===== config.mk =====
export PLATFORM = sky130hd
export DESIGN_NAME = if_id_register
export DESIGN_NICKNAME = d
export VERILOG_FILES = /design/src/rtl/if_id_register.sv
export SDC_FILE = /design/constraint.sdc
export NUM_CORES = 1
export LEC_CHECK = 0
export BUFFER_PORTS_ARGS = -buffer_cell sky130_fd_sc_hd__buf_4
export CORE_ASPECT_RATIO = 2
export CORE_MARGIN = 4
export CORE_UTILIZATION = 54
export CTS_CLUSTER_SIZE = 10
export DETAILED_ROUTE_END_ITERATION = 16
export PLACE_DENSITY = 0.82
export SLEW_MARGIN = 15
export SYNTH_ARGS = -nofsm -noshare
export SYNTH_HDL_FRONTEND = slang
export SYNTH_SLANG_ARGS = --single-unit

===== constraint.sdc =====
create_clock -name clk -period 4.65 [get_ports clk]
set_input_delay 0.2325 -clock clk [delete_from_list [all_inputs] [get_ports clk]]
set_output_delay 0.2325 -clock clk [all_outputs]
set_load 0.005 [all_outputs]

===== src/rtl/if_id_register.sv =====
// IF/ID pipeline register: ID copy of the fetched instruction, the
// feedback fields Fetch's hazard logic consumes, IAR and perf counters.
module if_id_register #(
  parameter logic [5:0]  NopOp      = 6'h00,
  parameter logic [5:0]  NopFunct   = 6'h15,
  parameter logic [5:0]  TrapOp     = 6'h11,
  parameter int unsigned CountWidth = 32
) (
  input  logic                  clk,
  input  logic                  reset,
  input  logic                  stall,
  input  logic                  flush,
  input  logic [0:5]            OpCode,
  input  logic [0:5]            Function,
  input  logic [0:31]           PCPlusFour,
  input  logic [0:4]            Rs1,
  input  logic [0:4]            Rs2,
  input  logic [0:4]            Rd,
  input  logic [0:15]           Immediate,
  output logic [0:5]            IdOpCode,
  output logic [0:5]            IdFunction,
  output logic [0:4]            IdRs1,
  output logic [0:4]            IdRs2,
  output logic [0:4]            IdRd,
  output logic [0:15]           IdImmediate,
  output logic [0:31]           DecodePCPlusFour,
  output logic [0:5]            DecodeOpCode,
  output logic [0:5]            DecodeRd,
  output logic                  IdValid,
  output logic [0:31]           IAR,
  output logic [CountWidth-1:0] InstrCount,
  output logic [CountWidth-1:0] BubbleCount
);

  logic       in_bubble;
  logic       load_bubble;
  logic       trap_capture;
  logic [0:5] rd_next;

  assign in_bubble    = (OpCode == NopOp) && (Function == NopFunct);
  assign load_bubble  = flush || in_bubble;
  assign trap_capture = IdValid && (IdOpCode == TrapOp);
  assign DecodeOpCode = IdOpCode;

  // Destination as {fp, reg}; zero means "no register written".
  always_comb begin
    rd_next = '0;
    if (!load_bubble) begin
      unique case (OpCode) inside
        6'h00: rd_next = {1'b0, Rd};
        6'h01: rd_next = {1'b1, Rd};
        [6'h20:6'h25],
        [6'h08:6'h0f],
        [6'h18:6'h1d]: rd_next = {1'b0, Rs2};
        6'h26, 6'h27:  rd_next = {1'b1, Rs2};
        6'h03, 6'h13:  rd_next = {1'b0, 5'd31};
        default:       rd_next = '0;
      endcase
    end
  end

  always_ff @(posedge clk) begin
    if (reset) begin
      IdOpCode         <= NopOp;
      IdFunction       <= NopFunct;
      IdRs1            <= '0;
      IdRs2            <= '0;
      IdRd             <= '0;
      IdImmediate      <= '0;
      DecodePCPlusFour <= '0;
      DecodeRd         <= '0;
      IdValid          <= 1'b0;
      IAR              <= '0;
      InstrCount       <= '0;
      BubbleCount      <= '0;
    end else if (!stall) begin
      if (flush) begin
        IdOpCode    <= NopOp;
        IdFunction  <= NopFunct;
        IdRs1       <= '0;
        IdRs2       <= '0;
        IdRd        <= '0;
        IdImmediate <= '0;
      end else begin
        IdOpCode    <= OpCode;
        IdFunction  <= Function;
        IdRs1       <= Rs1;
        IdRs2       <= Rs2;
        IdRd        <= Rd;
        IdImmediate <= Immediate;
      end
      DecodePCPlusFour <= PCPlusFour;
      DecodeRd         <= rd_next;
      IdValid          <= !load_bubble;
      // Stalled edges never reach here, so a trap is captured once.
      if (trap_capture) begin
        IAR <= DecodePCPlusFour;
      end
      if (load_bubble) begin
        if (BubbleCount != '1) begin
          BubbleCount <= BubbleCount + 1'b1;
        end
      end else begin
        if (InstrCount != '1) begin
          InstrCount <= InstrCount + 1'b1;
        end
      end
    end
  end

endmodule


### Word level (Yosys, flattened, before mapping)

Index checks and enable logic that the tools add are counted.

| storage, ports and cells | value |
|---|---|
| word-level logic and storage cells | 53 |
| input port bits | 79 |
| memory bits (read-only) | 0 |
| memories kept | 0 |
| RAM bits | 0 |
| bits in registers | 178 |
| latch bits | 0 |

| cells by class | value |
|---|---|
| order comparisons | 6 |
| bitwise logic cells | 2 |
| $mul | 0 |
| divide/modulo/power cells | 0 |
| reduce and logical (&&, ||, !) cells | 14 |
| shifts and indexed selects | 0 |
| equal/unequal tests | 9 |
| multiplexer cells | 8 |
| $add $sub $neg | 2 |

Operator list:

| operator | count |
|---|---|
| $add A32 B1 Y32 const B | 2 |
| $ne A32 B32 Y1 const B | 2 |
| $pmux W6 S5 | 1 |
| $eq A6 B5 Y1 const B | 3 |
| $mux W6 | 3 |
| $mux W16 | 1 |
| $mux W5 | 3 |
| $eq A6 B6 Y1 const B | 2 |
| $eq A6 B1 Y1 const B | 1 |
| $eq A6 B2 Y1 const B | 1 |
| $ge A6 B4 Y1 const B | 1 |
| $ge A6 B5 Y1 const B | 1 |
| $ge A6 B6 Y1 const B | 1 |
| $le A6 B4 Y1 const B | 1 |
| $le A6 B5 Y1 const B | 1 |
| $le A6 B6 Y1 const B | 1 |
| $logic_not A6 Y1 | 1 |
| $reduce_and A3 Y1 | 2 |
| $logic_and A1 B1 Y1 | 5 |
| $reduce_or A2 Y1 | 2 |
| $reduce_or A3 Y1 | 1 |
| $not A1 Y1 | 2 |
| $reduce_and A2 Y1 | 1 |
| $logic_not A1 Y1 | 1 |
| $logic_or A1 B1 Y1 | 1 |

### Depth between registers and ports, before layout

| depth | value |
|---|---|
| depth after elaboration | 5 |
| mapped depth | 9 |
| depth with buffers taken out | 6 |

### Worst setup path before layout

Ideal clock, no wire load.

| timing | value |
|---|---|
| path kind | reg2reg |
| start | register InstrCount[0] |
| end | register InstrCount[30] |
| stages on the path, launching flop included | 7 |
| path slack | 2601 ps |
| data arrival time | 1978 ps |
| path through | dfxtp_1 ha_1 nand2_1 or4_4 buf_6 or4_1 a21oi_1 |

| on the way | value |
|---|---|
| cells in the longest elaborated chain, start to end | 2 |

Ends and longest elaborated chain:

| item | RTL line | RTL |
|---|---|---|
| from (decl) | 31 | `output logic [CountWidth-1:0] InstrCount,` |
| from (signal assigned) | 105 | `InstrCount <= InstrCount + 1'b1;` |
| branches (longest 2 deep; another with $add A32 B1 Y32) | - |  |

Several ways; the timed one is not identified.
A chain may end at the register's enable or synchronous reset.

### Worst setup path in the final report

| timing | value |
|---|---|
| start | register BubbleCount[0] |
| end | register BubbleCount[7] |

| on the way | value |
|---|---|
| cells in the longest elaborated chain, start to end | 2 |

Ends and longest elaborated chain:

| item | RTL line | RTL |
|---|---|---|
| from (decl) | 32 | `output logic [CountWidth-1:0] BubbleCount` |
| from (signal assigned) | 101 | `BubbleCount <= BubbleCount + 1'b1;` |
| branches (longest 2 deep; another with $add A32 B1 Y32) | - |  |

Several ways; the timed one is not identified.

==> impl_results.md <==
* Commonest cells after routing, fill and taps aside: buf_4 (268), dfxtp_1 (178), nor2_1 (138)
* CTS Buffer Depth at 2
* Sequential group share of total power at 0.478
* Core Box Area at ~14000 µm²
* Fin crit period at 2.759 ns
* Largest family of logic cells by synthesized area: simple AND/OR/NAND/NOR gates
* Num Clock Sinks at between 150 and 200
* Final Hold Violating Endpoints at 0
* CP delay by family, top: simple AND/OR/NAND/NOR gates
* Pin count of the biggest net entering global routing at 149
* Pleak at 4.524 nW
* Routed WL at between 20000 and 25000 µm
* CTS H-tree depth at 4
* Clock share of power at 0.446
* Ports at 263
* Total track usage at 0.2817
* Worst skew pair latency at 0.43 ns
* Synthesized-area fraction occupied by and/or/nand/nor cells at 0.2597
* TritonCTS Buffers at 17
* Yosys warnings at 0
* DRC errors left at 0
* Sw Ratio at 0.2411
* Netlist cell types at 46
* TritonRoute pass-1 iters at 5
* CP Class: reg2reg
* DRT iter0 DRCs at between 300 and 400
* Slew Viols, Final at 0
* PwrDens at ~320 nW/µm²
* Psw at 0.7994 mW
* #FFs+latches synth at approximately 180
* VDD IR-drop max at 274.2 µV
* Commonest non-fill, non-tap cell in the layout: buf_4
* Die width at 92.48 µm
* Gate power share at 0.075
* Cell row count at 61
* Final Cycle Share at 0.5932
* Vias post-DR at ~7400
* Syn Inst Count at 863
* DIE AREA at 16360 µm²
* WP data arrival at 3.07 ns
* Post-CTS Hold Buffers at 0
* Skew final at 0.01375 ns
* Antenna-violating nets left at 0
* Mapped Nets at between 900 and 1000
* Mapped Area at about 7700 µm²
* DR vias/cell at 5.764
* Worst setup EP type: register
* Top cells by area, synth: dfxtp_1 (46%), mux2i_1 (8.3%), nor2_1 (6.8%), a21oi_1 (3.9%), or4_1 (3.3%)
* CTS tree: done
* Setup crit start kind: register
* Wire per inst at 18.24 µm
* Die Y at around 180 µm
* Area grow syn2layout at 33.59%
* Fill cells at roughly 1100
* Power Total at approximately 3.3 mW
* RD Place Congestion at approximately 0.87
* Clock transition at path regs at 0.07 ns
* Vias in the first global route at 7242
* Setup bufs post-CTS at 0
* Status: finished, final reports clean
* Initial Util at 0.5518
* Crit path buf inv count at 1
* # resized after CTS at 0
* Yosys top cell area share at 0.4623
* Placed cell count at 1255
* Synth Area in Compound Gates at 0.1185
* Max cap viols at 0
* Peak Freq at 0.3625 GHz
* Post-Route Setup TNS at 0 ns
* Worst Slack Setup Final at 1.891 ns
* Sequential fraction of the synthesis area at 0.4623
* Unrepaired setup endpoints after global routing: no
* Share of layout cells above drive strength 1 at 0.3078
* Initial antenna violation count at 0
* Worst path cell trace: ha_1 > nand3_1 > nor3_1 > and4_1 > buf_4 > nor4_1 > mux2_2
* Worst EP required at 4.96 ns
* Max stage delay cell, worst path: and4_1
* Slew @ Worst Pin at approximately 1.1 ns
* Syn Area/Cell at about 9 µm²
* Biggest area consumer among synthesized cells: dfxtp_1
* First-pass GRT wire length at approximately 37000 µm
* Max-Slew Margin vs Limit at 0.2916
* Worst Hold Class: in2reg
* Dpl ws at 1.951 ns
* Crit path largest cell delay at 0.85 ns
* Post-synthesis mux area share at 0.1138
* Final setup violation count at 0
* Adder-cell area share of the yosys netlist at 0.003247
* ANT cells at 0
* PortBufs at 262
* Layout Nets at between 1000 and 1500
* CP max FO at 30
* Hold WS at 0.03817 ns
* Internal power at approximately 2.5 mW
* Grt ovf at 0
* Xor-xnor portion of the synthesized cell area at 0
* Non-Filler Instances at 1287
* CTS root buf: clkbuf_16
* HPWL after detailed placement at about 17000 µm
-- stage by stage --
step | instance area, µm² | utilization
after floorplan | 7707 | -
after global placement | 9684 | 0.6934
after detailed placement | 9684 | 0.6934
after CTS | 10300 | 0.7372
after global routing | 10300 | 0.7372
final | 10300 | 0.7372
-- tightest hold or removal path, stage by stage --
cell     delay (ns)
buf_4          0.07
mux2i_1        0.05
nor2_1         0.07
-- path summary, 6_finish.rpt --
check             depth (start not counted)              endpoint  slack, ns      startpoint
setup / recovery                          7        BubbleCount[7]       1.89  BubbleCount[0]
hold / removal                            3  DecodePCPlusFour[22]       0.04  PCPlusFour[22]
setup reg to reg                          7        BubbleCount[7]       1.89  BubbleCount[0]
hold reg to reg                           2           DecodeRd[3]       0.47     DecodeRd[3]
-- kinds of logic (layout without fill, tap and decap cells) --
group / after synthesis / after routing
flip-flops: 178 / 178
AND/OR/NAND/NOR: 377 / 377
AO/OA/AOI/OAI: 145 / 145
adder cells (fa/ha/maj): 2 / 2
buffers and inverters: 76 / 311
multiplexers: 85 / 85
-- final cells by class --
class	count	area (µm²)	share of cell area
flip-flops and latches	178	3563	0.3461
well taps	189	236.5	0.02297
inverters	10	37.54	0.003646
clock buffers	19	442.9	0.04302
repair buffers	269	2023	0.1965
clock inverters	13	168.9	0.01641
multi-input cells	609	3824	0.3714
-- routing by layer --
metal  vias up  global-route usage  wire length [µm]
li1       3580                   -                 -
met1      3520              0.3047              8442
met2       272              0.5117             12480
met3        46             0.07830              1861
met4         0              0.1092               684
met5         -                   0                 0
-- power groups by stage --
stage / combinational [mW] / sequential [mW] / clock, mW
4_1_cts: 0.252 / 1.59 / 1.50
3_5_place_dp: 0.251 / 1.62 / 0
3_3_place_gp: 0.247 / 1.62 / 0
2_1_floorplan: 0.112 / 1.62 / 0
5_1_grt: 0.274 / 1.59 / 1.56
6_report: 0.250 / 1.59 / 1.48
-- synth_stat cells (all sizes together) --
cell and instances:
o21bai 3, a31o 6, inv 10, buf 28
nor3b 4, nor2 139, or3 8, ha 2
nor3 12, o31ai 31, nor4b 8, o21ai 13
nand3b 2, o211ai 1, nor4 19, a22oi 29
clkbuf 38, mux2i 64, and3 17, nand3 30
or4 35, nor2b 23, or3b 1, nand4b 2
mux2 21, and4 8, or2 3, a21oi 60
nand4 23, and2 2, a31oi 1, dfxtp 178
nand2b 1, o2111ai 1, and4b 3, nand2 36
nor4bb 1
-- registers in the layout, indices dropped and copies added (netlist names) --
register,cells
IdRs2,5
DecodeOpCode,6
DecodeRd,6
IdRs1,5
IdImmediate,16
IAR,32
IdFunction,6
IdRd,5
InstrCount,32
IdValid,1
BubbleCount,32
DecodePCPlusFour,32
Note: power is estimated with default switching activity, not from simulation.
